File: config.mk
export PLATFORM = sky130hd
export DESIGN_NAME = auth_game_ctrl_flat
export DESIGN_NICKNAME = d
export VERILOG_FILES = /design/src/rtl/auth_game_ctrl_if.sv /design/src/rtl/auth_game_ctrl.sv /design/src/flat_wrapper.sv
export SDC_FILE = /design/constraint.sdc
export NUM_CORES = 1
export LEC_CHECK = 0
export ABC_CLOCK_PERIOD_IN_PS = 2600
export CAP_MARGIN = 25
export CORE_MARGIN = 4
export CORE_UTILIZATION = 43
export DETAILED_ROUTE_END_ITERATION = 10
export MAX_ROUTING_LAYER = met4
export PLACE_DENSITY = 0.69
export REMOVE_ABC_BUFFERS = 1
export SETUP_SLACK_MARGIN = 0.2
export SYNTH_ARGS = -nofsm -noshare
export SYNTH_HDL_FRONTEND = slang
export SYNTH_SLANG_ARGS = --single-unit
export TNS_END_PERCENT = 10
File: constraint.sdc
create_clock -name clk -period 2.6 [get_ports clk]
set_input_delay 0.39 -clock clk [delete_from_list [all_inputs] [get_ports clk]]
set_output_delay 0.39 -clock clk [all_outputs]
set_load 0.02 [all_outputs]
File: src/rtl/auth_game_ctrl_if.sv
`timescale 1ns/1ps
`default_nettype none
// ============================================================================
// Module   : auth_game_ctrl_if
// Brief    : Handshake bundle between the keypad/game side and auth_game_ctrl.
// Revision : 1.0 - initial release
// ============================================================================
interface auth_game_ctrl_if #(
    parameter int DIGIT_W = 4,
    parameter int USER_W  = 1
);
    logic               Password_Enter;
    logic [DIGIT_W-1:0] Password;
    logic [USER_W-1:0]  User_Sel;
    logic               Logout;
    logic               Load_P1_In;
    logic               RNG_Gen_In;
    logic               DigitTime_Out;
    logic               Logged_In;
    logic               Logged_Out;
    logic               Auth_Fail;
    logic               Locked;
    logic               Load_P1_Out;
    logic               RNG_Gen_Out;
    logic               Timer_enable;
    logic               Timer_reconfig;

    modport master (
        output Password_Enter, Password, User_Sel, Logout,
               Load_P1_In, RNG_Gen_In, DigitTime_Out,
        input  Logged_In, Logged_Out, Auth_Fail, Locked,
               Load_P1_Out, RNG_Gen_Out, Timer_enable, Timer_reconfig
    );

    modport slave (
        input  Password_Enter, Password, User_Sel, Logout,
               Load_P1_In, RNG_Gen_In, DigitTime_Out,
        output Logged_In, Logged_Out, Auth_Fail, Locked,
               Load_P1_Out, RNG_Gen_Out, Timer_enable, Timer_reconfig
    );
endinterface
`default_nettype wire

File: src/rtl/auth_game_ctrl.sv
`timescale 1ns/1ps
`default_nettype none
// ============================================================================
// Module   : auth_game_ctrl
// Brief    : Multi-user streaming password check gating player-load/RNG and
//            the digit timer. Define AUTH_LOCKOUT_EN for failed-attempt lockout.
// Revision : 1.0 - initial release
// ============================================================================
module auth_game_ctrl #(
    parameter int DIGIT_W     = 4,
    parameter int N_DIGITS    = 4,
    parameter int N_USERS     = 2,
    parameter logic [N_USERS*N_DIGITS*DIGIT_W-1:0] PSWD_INIT = 32'h5A3C_1234,
    parameter int MAX_FAIL    = 3,
    parameter int LOCK_CYCLES = 16
) (
    input  logic            clk,
    input  logic            rst,
    auth_game_ctrl_if.slave io
);
    localparam int c_CODE_W = N_DIGITS * DIGIT_W;
    localparam int c_USER_W = (N_USERS > 1) ? $clog2(N_USERS) : 1;
    localparam int c_CNT_W  = $clog2(N_DIGITS + 1);
    localparam logic [c_CNT_W-1:0] c_LAST_DIGIT = c_CNT_W'(N_DIGITS - 1);

    typedef enum logic [2:0] {
        S_IDLE   = 3'd0,
        S_ENTRY  = 3'd1,
        S_CHECK  = 3'd2,
        S_LOGGED = 3'd3,
        S_LOCKED = 3'd4
    } state_t;

    state_t              r_state, w_state_nxt;
    logic [c_CNT_W-1:0]  r_count, w_count_nxt;
    logic                r_mismatch, w_mismatch_nxt;
    logic [c_USER_W-1:0] r_user, w_user_nxt;
    logic                w_fail_evt, w_reconfig_nxt, w_in_session;
    logic                r_logged_in, r_logged_out, r_auth_fail;
    logic                r_load_p1, r_rng_gen, r_timer_en, r_timer_reconfig;

    logic [c_USER_W-1:0] w_cur_user;
    logic [c_CNT_W-1:0]  w_cur_idx;
    logic                w_user_ok, w_digit_bad;
    logic [DIGIT_W-1:0]  w_exp_digit;

    // Nothing to build for legal parameters; keeps the lockout knobs referenced in every build.
    if (N_DIGITS < 1 || N_USERS < 1 || MAX_FAIL < 1 || LOCK_CYCLES < 1) begin : g_bad_cfg
    end

`ifdef AUTH_LOCKOUT_EN
    localparam int c_FAIL_W = $clog2(MAX_FAIL + 1);
    localparam int c_LOCK_W = (LOCK_CYCLES > 1) ? $clog2(LOCK_CYCLES) : 1;
    logic [c_FAIL_W-1:0] r_fail_cnt, w_fail_cnt_nxt;
    logic [c_LOCK_W-1:0] r_lock_cnt, w_lock_cnt_nxt;
    logic                r_locked;
`endif

    // The first digit is compared against the live User_Sel; later ones use the latched slot.
    always_comb begin
        w_cur_user  = (r_state == S_IDLE) ? io.User_Sel : r_user;
        w_cur_idx   = (r_state == S_ENTRY) ? r_count : '0;
        w_user_ok   = (int'(w_cur_user) < N_USERS);
        w_exp_digit = PSWD_INIT[(w_user_ok ? int'(w_cur_user) : 0) * c_CODE_W
                                + (N_DIGITS - 1 - int'(w_cur_idx)) * DIGIT_W +: DIGIT_W];
        w_digit_bad = !w_user_ok || (io.Password != w_exp_digit);
    end

    assign w_in_session = (r_state == S_LOGGED) && !io.Logout;

    always_comb begin
        w_state_nxt    = r_state;
        w_count_nxt    = r_count;
        w_mismatch_nxt = r_mismatch;
        w_user_nxt     = r_user;
        w_fail_evt     = 1'b0;
        w_reconfig_nxt = 1'b0;
`ifdef AUTH_LOCKOUT_EN
        w_fail_cnt_nxt = r_fail_cnt;
        w_lock_cnt_nxt = r_lock_cnt;
`endif
        case (r_state)
            S_IDLE: begin
                if (io.Password_Enter) begin
                    w_user_nxt     = io.User_Sel;
                    w_mismatch_nxt = w_digit_bad;
                    w_count_nxt    = c_CNT_W'(1);
                    w_reconfig_nxt = 1'b1;
                    w_state_nxt    = (N_DIGITS == 1) ? S_CHECK : S_ENTRY;
                end
            end
            S_ENTRY: begin
                if (io.DigitTime_Out) begin
                    w_fail_evt = 1'b1;
                end else if (io.Password_Enter) begin
                    w_mismatch_nxt = r_mismatch | w_digit_bad;
                    w_count_nxt    = r_count + 1'b1;
                    w_reconfig_nxt = 1'b1;
                    if (r_count == c_LAST_DIGIT) begin
                        w_state_nxt = S_CHECK;
                    end
                end
            end
            S_CHECK: begin
                w_count_nxt    = '0;
                w_mismatch_nxt = 1'b0;
                if (r_mismatch) begin
                    w_fail_evt = 1'b1;
                end else begin
                    w_state_nxt = S_LOGGED;
`ifdef AUTH_LOCKOUT_EN
                    w_fail_cnt_nxt = '0;
`endif
                end
            end
            S_LOGGED: begin
                if (io.Logout) begin
                    w_state_nxt = S_IDLE;
                end
            end
`ifdef AUTH_LOCKOUT_EN
            S_LOCKED: begin
                if (r_lock_cnt == c_LOCK_W'(LOCK_CYCLES - 1)) begin
                    w_state_nxt    = S_IDLE;
                    w_lock_cnt_nxt = '0;
                    w_fail_cnt_nxt = '0;
                end else begin
                    w_lock_cnt_nxt = r_lock_cnt + 1'b1;
                end
            end
`endif
            default: w_state_nxt = S_IDLE;
        endcase

        // A timeout and a bad code share the same rejection path.
        if (w_fail_evt) begin
            w_count_nxt    = '0;
            w_mismatch_nxt = 1'b0;
            w_state_nxt    = S_IDLE;
`ifdef AUTH_LOCKOUT_EN
            if (r_fail_cnt >= c_FAIL_W'(MAX_FAIL - 1)) begin
                w_fail_cnt_nxt = c_FAIL_W'(MAX_FAIL);
                w_lock_cnt_nxt = '0;
                w_state_nxt    = S_LOCKED;
            end else begin
                w_fail_cnt_nxt = r_fail_cnt + 1'b1;
            end
`endif
        end
    end

    always_ff @(posedge clk or posedge rst) begin
        if (rst) begin
            r_state          <= S_IDLE;
            r_count          <= '0;
            r_mismatch       <= 1'b0;
            r_user           <= '0;
            r_logged_in      <= 1'b0;
            r_logged_out     <= 1'b1;
            r_auth_fail      <= 1'b0;
            r_load_p1        <= 1'b0;
            r_rng_gen        <= 1'b0;
            r_timer_en       <= 1'b0;
            r_timer_reconfig <= 1'b0;
        end else begin
            r_state          <= w_state_nxt;
            r_count          <= w_count_nxt;
            r_mismatch       <= w_mismatch_nxt;
            r_user           <= w_user_nxt;
            r_logged_in      <= w_in_session;
            r_logged_out     <= !w_in_session;
            r_auth_fail      <= w_fail_evt;
            r_load_p1        <= io.Load_P1_In && w_in_session;
            r_rng_gen        <= io.RNG_Gen_In && w_in_session;
            r_timer_en       <= (w_state_nxt == S_ENTRY);
            r_timer_reconfig <= w_reconfig_nxt;
        end
    end

`ifdef AUTH_LOCKOUT_EN
    always_ff @(posedge clk or posedge rst) begin
        if (rst) begin
            r_fail_cnt <= '0;
            r_lock_cnt <= '0;
            r_locked   <= 1'b0;
        end else begin
            r_fail_cnt <= w_fail_cnt_nxt;
            r_lock_cnt <= w_lock_cnt_nxt;
            r_locked   <= (w_state_nxt == S_LOCKED);
        end
    end
    assign io.Locked = r_locked;
`else
    assign io.Locked = 1'b0;
`endif

    assign io.Logged_In      = r_logged_in;
    assign io.Logged_Out     = r_logged_out;
    assign io.Auth_Fail      = r_auth_fail;
    assign io.Load_P1_Out    = r_load_p1;
    assign io.RNG_Gen_Out    = r_rng_gen;
    assign io.Timer_enable   = r_timer_en;
    assign io.Timer_reconfig = r_timer_reconfig;
endmodule
`default_nettype wire

File: src/flat_wrapper.sv
// flat-port wrapper written by rule: the top's interface ports become plain ports
module auth_game_ctrl_flat 
#(
    parameter int DIGIT_W     = 4,
    parameter int N_DIGITS    = 4,
    parameter int N_USERS     = 2,
    parameter logic [N_USERS*N_DIGITS*DIGIT_W-1:0] PSWD_INIT = 32'h5A3C_1234,
    parameter int MAX_FAIL    = 3,
    parameter int LOCK_CYCLES = 16
)
  (clk, rst, io_Password_Enter, io_Password, io_User_Sel, io_Logout, io_Load_P1_In, io_RNG_Gen_In, io_DigitTime_Out, io_Logged_In, io_Logged_Out, io_Auth_Fail, io_Locked, io_Load_P1_Out, io_RNG_Gen_Out, io_Timer_enable, io_Timer_reconfig);
  auth_game_ctrl_if #(.DIGIT_W(DIGIT_W), .USER_W(1)) io_i ();
  input  logic clk;
  input  logic rst;
  input wire logic [$bits(io_i.Password_Enter)-1:0] io_Password_Enter;
  input wire logic [$bits(io_i.Password)-1:0] io_Password;
  input wire logic [$bits(io_i.User_Sel)-1:0] io_User_Sel;
  input wire logic [$bits(io_i.Logout)-1:0] io_Logout;
  input wire logic [$bits(io_i.Load_P1_In)-1:0] io_Load_P1_In;
  input wire logic [$bits(io_i.RNG_Gen_In)-1:0] io_RNG_Gen_In;
  input wire logic [$bits(io_i.DigitTime_Out)-1:0] io_DigitTime_Out;
  output wire logic [$bits(io_i.Logged_In)-1:0] io_Logged_In;
  output wire logic [$bits(io_i.Logged_Out)-1:0] io_Logged_Out;
  output wire logic [$bits(io_i.Auth_Fail)-1:0] io_Auth_Fail;
  output wire logic [$bits(io_i.Locked)-1:0] io_Locked;
  output wire logic [$bits(io_i.Load_P1_Out)-1:0] io_Load_P1_Out;
  output wire logic [$bits(io_i.RNG_Gen_Out)-1:0] io_RNG_Gen_Out;
  output wire logic [$bits(io_i.Timer_enable)-1:0] io_Timer_enable;
  output wire logic [$bits(io_i.Timer_reconfig)-1:0] io_Timer_reconfig;
  assign io_i.Password_Enter = io_Password_Enter;
  assign io_i.Password = io_Password;
  assign io_i.User_Sel = io_User_Sel;
  assign io_i.Logout = io_Logout;
  assign io_i.Load_P1_In = io_Load_P1_In;
  assign io_i.RNG_Gen_In = io_RNG_Gen_In;
  assign io_i.DigitTime_Out = io_DigitTime_Out;
  assign io_Logged_In = io_i.Logged_In;
  assign io_Logged_Out = io_i.Logged_Out;
  assign io_Auth_Fail = io_i.Auth_Fail;
  assign io_Locked = io_i.Locked;
  assign io_Load_P1_Out = io_i.Load_P1_Out;
  assign io_RNG_Gen_Out = io_i.RNG_Gen_Out;
  assign io_Timer_enable = io_i.Timer_enable;
  assign io_Timer_reconfig = io_i.Timer_reconfig;
  auth_game_ctrl #(.DIGIT_W(DIGIT_W), .N_DIGITS(N_DIGITS), .N_USERS(N_USERS), .PSWD_INIT(PSWD_INIT), .MAX_FAIL(MAX_FAIL), .LOCK_CYCLES(LOCK_CYCLES)) u_core (.clk(clk), .rst(rst), .io(io_i));
endmodule
# Yosys cells after proc, flatten, opt, wreduce, memory -nomap -nowiden
# Index checks and enable logic that the tools add are counted.
dict set report totals {
  ff_bits 15
  out_inout_bits 8
  elab_cells 60
}
dict set report classes {
  add_sub_neg 3
  n_eq_ne 9
  shifts 1
  n_mux 26
  bitwise_logic 1
  n_reduce_logical 9
}
# cell n
set op_table {}
lappend op_table {{3-bit two-way mux} 12}
lappend op_table {{6-bit by 32-bit adder with 32-bit output} 1}
lappend op_table {{32-bit by 32-bit indexed part select with 4-bit output (first input constant)} 1}
lappend op_table {{3-bit one-hot mux with 4 select lines} 1}
lappend op_table {{3-bit by 2-bit equality test with 1-bit output (second input constant)} 3}
lappend op_table {{1-bit two-way mux} 9}
lappend op_table {{3-bit by 2-bit != test with 1-bit output (second input constant)} 3}
lappend op_table {{3-bit one-hot mux with 3 select lines} 1}
lappend op_table {{3-bit by 1-bit equality test with 1-bit output (second input constant)} 2}
lappend op_table {{4-bit != test} 1}
lappend op_table {{1-bit one-hot mux with 2 select lines} 2}
lappend op_table {{4-bit AND reduction} 1}
lappend op_table {{4-bit nonzero test} 1}
lappend op_table {{2-bit by 3-bit subtractor with 4-bit output (first input constant)} 1}
lappend op_table {{3-bit by 1-bit adder with 3-bit output (second input constant)} 1}
lappend op_table {{1-bit logical AND} 3}
lappend op_table {{3-bit logical NOT} 1}
lappend op_table {{1-bit one-hot mux with 3 select lines} 1}
lappend op_table {{1-bit logical NOT} 2}
lappend op_table {{2-bit AND reduction} 1}
lappend op_table {{1-bit bitwise OR} 1}

# Depth between registers and ports, before layout
# Gate-level depths: netlist of run 1.
dict set report depth {
  word_depth 11
  depth_mapped 10
  depth_no_buf 9
}

# Least setup slack after synthesis of run 1
# No wires, ideal clock.
dict set report synth_timing {
  path_type {reg-to-reg}
  startpoint {reg u_core.r_state[2]}
  endpoint {reg u_core.r_mismatch}
  setup_ps 142
  arrival_time_ps 1830
  t_required_ps 2458
  slack_ps 628
  stages_incl_launch_ff 10
  n_path_buf 1
  cell_sequence {dfrtp_1 buf_1 nor3_1 mux2i_1 ha_1 nor2_1 and4_1 o21ai_0 o31ai_1 a41oi_1}
}
dict set report synth_via {
  elab_chain_cells 11
}
# item line
set synth_lines {}
lappend synth_lines {{from (decl)} auth_game_ctrl.sv:34} ;# state_t r_state, w_state_nxt;
lappend synth_lines {{from (signal assigned)} auth_game_ctrl.sv:166} ;# r_state <= w_state_nxt;
lappend synth_lines {{3-bit by 1-bit equality test with 1-bit output} {auth_game_ctrl.sv:62, auth_game_ctrl.sv:82}}
lappend synth_lines {{3-bit two-way mux} auth_game_ctrl.sv:62} ;# w_cur_idx = (r_state == S_ENTRY) ? r_count : '0;
lappend synth_lines {{2-bit by 3-bit subtractor with 4-bit output} auth_game_ctrl.sv:65} ;# + (N_DIGITS - 1 - int'(w_cur_idx)) * DIGIT_W +: DIGIT_W];
lappend synth_lines {{6-bit by 32-bit adder with 32-bit output} auth_game_ctrl.sv:65}
lappend synth_lines {{32-bit by 32-bit indexed part select with 4-bit output} auth_game_ctrl.sv:64} ;# w_exp_digit = PSWD_INIT[(w_user_ok ? int'(w_cur_user) : 0) * c_CODE_W
lappend synth_lines {{4-bit != test} auth_game_ctrl.sv:66} ;# w_digit_bad = !w_user_ok || (io.Password != w_exp_digit);
lappend synth_lines {{1-bit bitwise OR} auth_game_ctrl.sv:96} ;# w_mismatch_nxt = r_mismatch | w_digit_bad;
lappend synth_lines {{1-bit two-way mux} auth_game_ctrl.sv:95} ;# end else if (io.Password_Enter) begin
lappend synth_lines {{1-bit two-way mux} auth_game_ctrl.sv:93} ;# if (io.DigitTime_Out) begin
lappend synth_lines {{1-bit one-hot mux with 3 select lines} auth_game_ctrl.sv:82} ;# case (r_state)
lappend synth_lines {{1-bit two-way mux} auth_game_ctrl.sv:136} ;# if (w_fail_evt) begin
lappend synth_lines {{to (signal assigned)} auth_game_ctrl.sv:168} ;# r_mismatch <= w_mismatch_nxt;
lappend synth_lines {{to (decl)} auth_game_ctrl.sv:36} ;# logic r_mismatch, w_mismatch_nxt;
# Parallel ways exist; a longest one is shown, timed or not. The select of a mux whose other input is x is not followed.
# A chain may end at the register's enable or synchronous reset.

# Worst setup path in the final report of run 1
# Ends and elaborated chain as after synthesis.

==> impl_metrics.json, run 1 <==
{
  "synth-compound-area-share_pct": 18.2,
  "cpPeakStageDelay_ns": 0.53,
  "netlist_top_cells_count": "dfrtp_1 (14), a21oi_1 (6), nand2_1 (6), nor2_1 (6), o21ai_0 (6)",
  "start_util_pct": 47.2,
  "coreArea_um2": 1800,
  "layout-drive-gt1-share_pct": 8.41,
  "cap_violations": 0,
  "max_slew.worst_pin.slew_ns": 0.561,
  "insertion_delay_ns": 0.28,
  "slew_viol_final": 0,
  "synth_cell_types": 37,
  "grt_pass1_vias": 632,
  "drc": 0,
  "rsz0062_at_grt": "false",
  "p_comb_share_pct": 16.9,
  "switchingPower_mw": 0.131,
  "critical_path_class": "register to register",
  "synth_top_area_cell": "dfrtp_1",
  "synth-simple-area-share_pct": 19.4,
  "clk_pin_slew_ns": 0.09,
  "drt_pre_antenna_iters": 5,
  "internal-power_mw": 0.344,
  "ys.flop_type": "dfrtp_1",
  "critical_path.top_delay_family": "flip-flops",
  "required_ns": 2.75,
  "vias_per_cell": 5.21,
  "nets": 124,
  "synth_edf_count": 0,
  "synthCells": 89,
  "relSlewSlack_pct": 62.5,
  "vias": 688,
  "status": "finished, final reports clean",
  "tns_ns": 0,
  "synth_top_family_by_area": "simple AND/OR/NAND/NOR gates",
  "worstHoldPathType": "input port to asynchronous set/reset pin",
  "grt_max_degree": 17,
  "cts_root_buffer": "clkbuf_4",
  "synth.area.top_cells": "dfrtp_1 (41%), ha_1 (5.9%), a21oi_1 (3.5%)",
  "syn-cell-area_um2": 851,
  "numClockSinks": 15,
  "grt_util_all_layers_pct": 14.1,
  "cts_setup_buffers": 0,
  "yosysWarnings": 0,
  "ant_nets": 0,
  "finClkSkew_ns": 0.00129,
  "synthAdderAreaFrac_pct": 5.88,
  "synth.area.mux_share_pct": 3.68,
  "ys_seq_area_share_pct": 44.3,
  "antennaDiodeCount": 0,
  "peakVddDrop_mv": 0.315,
  "synthToLayoutAreaGrowth_pct": 25.7,
  "pwr-share-clk_pct": 28.2,
  "die_w_um": 52.5,
  "period_needed_ns": 2.09,
  "period_share_pct": 80.5,
  "rows": 15,
  "hold_viol_final": 0,
  "worstPathArrival_ns": 2.24,
  "dieArea_um2": 2750,
  "dpl.hpwl_um": 1310,
  "p_leak_nw": 0.466,
  "routed_wl_um": 1630,
  "slowest_stage": "dfrtp_1",
  "synth_seq_cells": 15,
  "grt_pass1_wl_um": 2750,
  "powerDensity_nw_per_um2": 443,
  "worstPathMaxFanout": 13,
  "start_kind": "register",
  "synth_xor_area_share_pct": 3.09,
  "antenna_found_initial": 0,
  "gr-total-overflow": 0,
  "crit_chain": "nor3_1, mux2i_1, ha_1, nor2_1, and4_1, o21ai_0, o31ai_1, a41oi_1",
  "drtIter0Drc": 23,
  "power.total_mw": 0.474,
  "ios": 20,
  "cts_buffers": 3,
  "setup_viol": 0,
  "die_y_um": 52.5,
  "async_flop_share_pct": 100,
  "io_buffers": 18,
  "synth.avg_cell_area_um2": 9.56,
  "hold_buffers": 0,
  "max-clock-path-buffers": 2,
  "cts_tree": "done",
  "netlist.area_leader.share_pct": 41.2,
  "crit_buf_inv": 0,
  "p_sw_share_pct": 27.6,
  "yosysMostFrequentCell": "dfrtp_1",
  "cp-end-kind": "register",
  "ctsResizeCount": 0,
  "holdWs_ns": 0.447,
  "cts_max_level": 1,
  "pwr-share-seq_pct": 54.8,
  "gp_congestion": 0.794,
  "max_freq_mhz": 478,
  "wl_per_cell_um": 12.3
}
[cell families (layout without fill, tap and decap cells)]
group,count (synthesis),in the layout
AOI/OAI and AO/OA,23,23
xor gates and xnor gates,3,3
adders and majority gates,4,4
buffers and inverters,10,27
DFF,15,15
muxes,3,3
other,1,2
and+or+nand+nor,30,30
[worst reg2reg max path, delay by kind of cell, from the launching register on]
kind / cells / cell delay (ns)
AO/OA/AOI/OAI: 3 / 0.32
AND/OR/NAND/NOR: 3 / 0.53
adder cells (fa/ha/maj): 1 / 0.30
multiplexers: 1 / 0.28
flip-flops: 1 / 0.53
[worst paths after layout]
path | end | slack (ns) | from | depth (start not counted)
worst max-delay path | u_core.r_mismatch$_DFFE_PP0P_ | 0.51 | u_core.r_state[2]$_DFF_PP0_ | 8
worst min-delay path | u_core.io.Load_P1_Out$_DFF_PP0_ | 0.45 | rst | 2
worst max register to register | u_core.r_mismatch$_DFFE_PP0P_ | 0.51 | u_core.r_state[2]$_DFF_PP0_ | 8
worst min register to register | u_core.r_user$_DFFE_PP0P_ | 0.52 | u_core.r_user$_DFFE_PP0P_ | 1
max in group asynchronous | u_core.io.Logged_Out$_DFF_PP1_ | 1.78 | rst | 2
min in group clk | u_core.r_user$_DFFE_PP0P_ | 0.52 | u_core.r_user$_DFFE_PP0P_ | 1
[area by class of cell]
type | count | area (um^2)
clock buffers | 3 | 22.5
multi-input cells | 65 | 435
flip-flops and latches | 15 | 377
inverters | 5 | 18.8
clock inverters | 1 | 5.00
well taps | 25 | 31.3
repair buffers | 18 | 180
fillers | 168 | 732
[registers in the layout, indices dropped and copies added (netlist names)]
register                  count
u_core.io.Auth_Fail           1
u_core.io.Load_P1_Out         1
u_core.io.Logged_In           1
u_core.io.Logged_Out          1
u_core.io.RNG_Gen_Out         1
u_core.io.Timer_enable        1
u_core.io.Timer_reconfig      1
u_core.r_count                3
u_core.r_mismatch             1
u_core.r_state                3
u_core.r_user                 1
[per-stage QoR]
| step | std cells | worst slack (ns) | cell area (um^2) | util (%) |
|---|---|---|---|---|
| after floorplan | 85 | 0.701 | 831 | - |
| after global placement | 128 | 0.572 | 1040 | 57.8 |
| after detailed placement | 128 | 0.515 | 1040 | 57.8 |
| after CTS | 132 | 0.493 | 1070 | 59.4 |
| after global routing | 132 | 0.297 | 1070 | 59.4 |
| final | 132 | 0.506 | 1070 | 59.4 |
[per-layer routing]
layer	vias up	global-route usage (%)	wire [um]
li1	353	-	-
met1	317	17.3	756
met2	16	21.7	803
met3	2	4.56	62
met4	0	5.11	8
met5	-	-	0
[power groups by stage]
stage / logic [mW] / registers, mW / clock network (mW)
floorplan: 0.0459 / 0.263 / 0
global placement: 0.0794 / 0.265 / 0
detailed placement: 0.0810 / 0.265 / 0
CTS: 0.0814 / 0.260 / 0.140
global route: 0.0908 / 0.263 / 0.155
finish: 0.0803 / 0.260 / 0.134
[placed cells by master, fill, tap and decap left out, drive strengths merged, types with 3 or more instances in the layout]
cell type	Yosys	routed
nor2	6	6
nor3	3	3
nand2	6	6
clkdlybuf4s50	0	18
nand3	3	3
ha	4	4
inv	5	5
o21ai	6	6
xor2	3	3
a21oi	6	6
clkbuf	2	3
dfrtp	14	14
Note: power is estimated with default switching activity, not from simulation.
==> run 2: changes to the inputs <==
--- a/config.mk
+++ b/config.mk
@@ -5,13 +5,13 @@
 export SDC_FILE = /design/constraint.sdc
 export NUM_CORES = 1
 export LEC_CHECK = 0
-export ABC_CLOCK_PERIOD_IN_PS = 2600
+export ABC_CLOCK_PERIOD_IN_PS = 1890
 export CAP_MARGIN = 25
 export CORE_MARGIN = 4
 export CORE_UTILIZATION = 43
 export DETAILED_ROUTE_END_ITERATION = 10
 export MAX_ROUTING_LAYER = met4
-export PLACE_DENSITY = 0.69
+export PLACE_DENSITY = 0.72
 export REMOVE_ABC_BUFFERS = 1
 export SETUP_SLACK_MARGIN = 0.2
 export SYNTH_ARGS = -nofsm -noshare
==> constraint.sdc (replaced) <==
create_clock -name clk -period 1.89 [get_ports clk]
set_input_delay 0.2835 -clock clk [delete_from_list [all_inputs] [get_ports clk]]
set_output_delay 0.2835 -clock clk [all_outputs]
set_load 0.02 [all_outputs]
==> run 2 against run 1 <==
Compared with the run above: fmax increased by 14%; sequential share of layout area decreased by 3.9 points; critical endpoint unchanged; clock-buffer cell count increased by 1; critical path type unchanged.
==> impl_metrics.json, run 2 (synthesized netlist as in run 1, its figures left out) <==
{
  "status": "finished, final reports clean",
  "cts_tree": "done",
  "vias_per_cell": 5.33,
  "grt_max_degree": 16,
  "gr-total-overflow": 0,
  "worstHoldPathType": "input port to asynchronous set/reset pin",
  "grt_pass1_vias": 724,
  "insertion_delay_ns": 0.29,
  "ant_nets": 0,
  "layout-drive-gt1-share_pct": 23.1,
  "ios": 20,
  "cts_max_level": 1,
  "dpl.hpwl_um": 1370,
  "final_common_cell": "clkdlybuf4s50_1",
  "max-clock-path-buffers": 2,
  "max_freq_mhz": 543,
  "relSlewSlack_pct": 64.4,
  "cp-end-kind": "register",
  "drt_pre_antenna_iters": 4,
  "nets": 134,
  "dieArea_um2": 2750,
  "setup_viol": 0,
  "gp_congestion": 0.859,
  "period_share_pct": 97.4,
  "rsz0062_at_grt": "true",
  "fill_cells": 151,
  "antenna_found_initial": 0,
  "coreArea_um2": 1800,
  "cap_violations": 0,
  "cpPeakStageDelay_ns": 0.41,
  "cts_root_buffer": "clkbuf_4",
  "grt_util_all_layers_pct": 15.6,
  "required_ns": 2.05,
  "layout_common_cells": "clkdlybuf4s50_1 (17), dfrtp_1 (14), buf_4 (10)",
  "io_buffers": 18,
  "p_leak_nw": 0.515,
  "hold_buffers": 0,
  "wl_per_cell_um": 13.5,
  "numClockSinks": 15,
  "peakVddDrop_mv": 0.555,
  "start_util_pct": 47.2,
  "worstPathArrival_ns": 2.00,
  "routed_wl_um": 1920,
  "drtIter0Drc": 13,
  "finClkSkew_ns": 0.00629,
  "hold_viol_final": 0,
  "worstPathMaxFanout": 3,
  "dp.cells": 136,
  "powerDensity_nw_per_um2": 575,
  "period_needed_ns": 1.84,
  "fin_cells": 142,
  "drc": 0,
  "max_slew.worst_pin.slew_ns": 0.534,
  "post-route-util_pct": 66.7,
  "synthToLayoutAreaGrowth_pct": 41.3,
  "antennaDiodeCount": 0,
  "grt_pass1_wl_um": 3040,
  "crit_chain": "nor3_2, mux2i_2, ha_4, nor2_2, and4_1, o21ai_1, o31ai_1, a41oi_1",
  "clk_pin_slew_ns": 0.09,
  "start_kind": "register",
  "die_y_um": 52.5,
  "rows": 15,
  "cts_buffers": 3,
  "slowest_stage": "dfrtp_1",
  "slew_viol_final": 0,
  "reg.largest.list": "u_core.r_count: 3 flops, u_core.r_state: 3 flops",
  "die_w_um": 52.5,
  "vias": 757,
  "critical_path_class": "register to register"
}
run 2: cell types whose count changed in the layout (fill, tap and decap cells not counted), moves of 2 or more:
cell	previous run	this run
o21ai_0	6	4
o21ai_1	0	2
nor3_1	3	1
nor3_2	0	2
nor2_1	6	2
nor2_2	0	2
nor2_4	0	2
buf_4	0	10
run 2: where the power goes:
part / internal (mW) / total (mW) / leakage, nW / switching (mW)
logic: 0.0796 / 0.154 / 0.309 / 0.0743
registers: 0.336 / 0.349 / 0.191 / 0.0127
clock network: 0.0820 / 0.189 / 0.0150 / 0.107
total: 0.497 / 0.691 / 0.515 / 0.194
run 2: critical path, delay by kind of cell (launching register included):
family | cells | cell delay, ns
compound gates | 3 | 0.27
fa+ha+maj | 1 | 0.25
flops | 1 | 0.41
mux | 1 | 0.30
simple gates | 3 | 0.49
run 2: per-stage QoR:
step	TNS [ns]	total power [mW]	hold WS, ns	instance area [um^2]	setup slack (ns)
after floorplan	-0.00903	0.425	0.184	831	-0.00903
after global routing	-0.126	0.732	0.374	1200	-0.126
after CTS	0	0.679	0.353	1160	0.0236
after detailed placement	-0.0616	0.488	0.492	1100	-0.0616
final	0	0.691	0.324	1200	0.0493
after global placement	-0.0132	0.485	0.492	1100	-0.0132
run 2: layer usage:
layer	vias up	GRT usage, %	routed length, um
met5	-	-	0
met1	359	17.7	816
met4	0	6.81	51
li1	373	-	-
met2	17	25.6	965
met3	8	4.27	87
run 2: cell type report:
class | count | area [um^2] | share of cell area (%)
timing repair buffer | 28 | 258 | 21.4
clock buffer | 4 | 26.3 | 2.19
inverter | 5 | 18.8 | 1.56
multi-input combinational | 65 | 492 | 40.9
tap | 25 | 31.3 | 2.60
sequential | 15 | 377 | 31.3
run 2: path summary, 6_finish.rpt:
path	slack (ns)	endpoint	start	depth (start not counted)
worst max-delay path	0.05	u_core.r_mismatch$_DFFE_PP0P_	u_core.r_state[2]$_DFF_PP0_	8
worst min-delay path	0.32	u_core.r_state[1]$_DFF_PP0_	rst	2
worst max register to register	0.05	u_core.r_mismatch$_DFFE_PP0P_	u_core.r_state[2]$_DFF_PP0_	8
worst min register to register	0.51	u_core.r_count[2]$_DFFE_PP0P_	u_core.r_count[2]$_DFFE_PP0P_	1
max in group asynchronous	1.20	u_core.io.Logged_Out$_DFF_PP1_	rst	2
min in group clk	0.51	u_core.r_count[2]$_DFFE_PP0P_	u_core.r_count[2]$_DFFE_PP0P_	1
run 2: timing repair:
item                       4_1_cts  5_1_grt
setup buffers                    2        0
pin swaps                        3        8
setup endpoints to repair        3        6
resized for setup                5       10
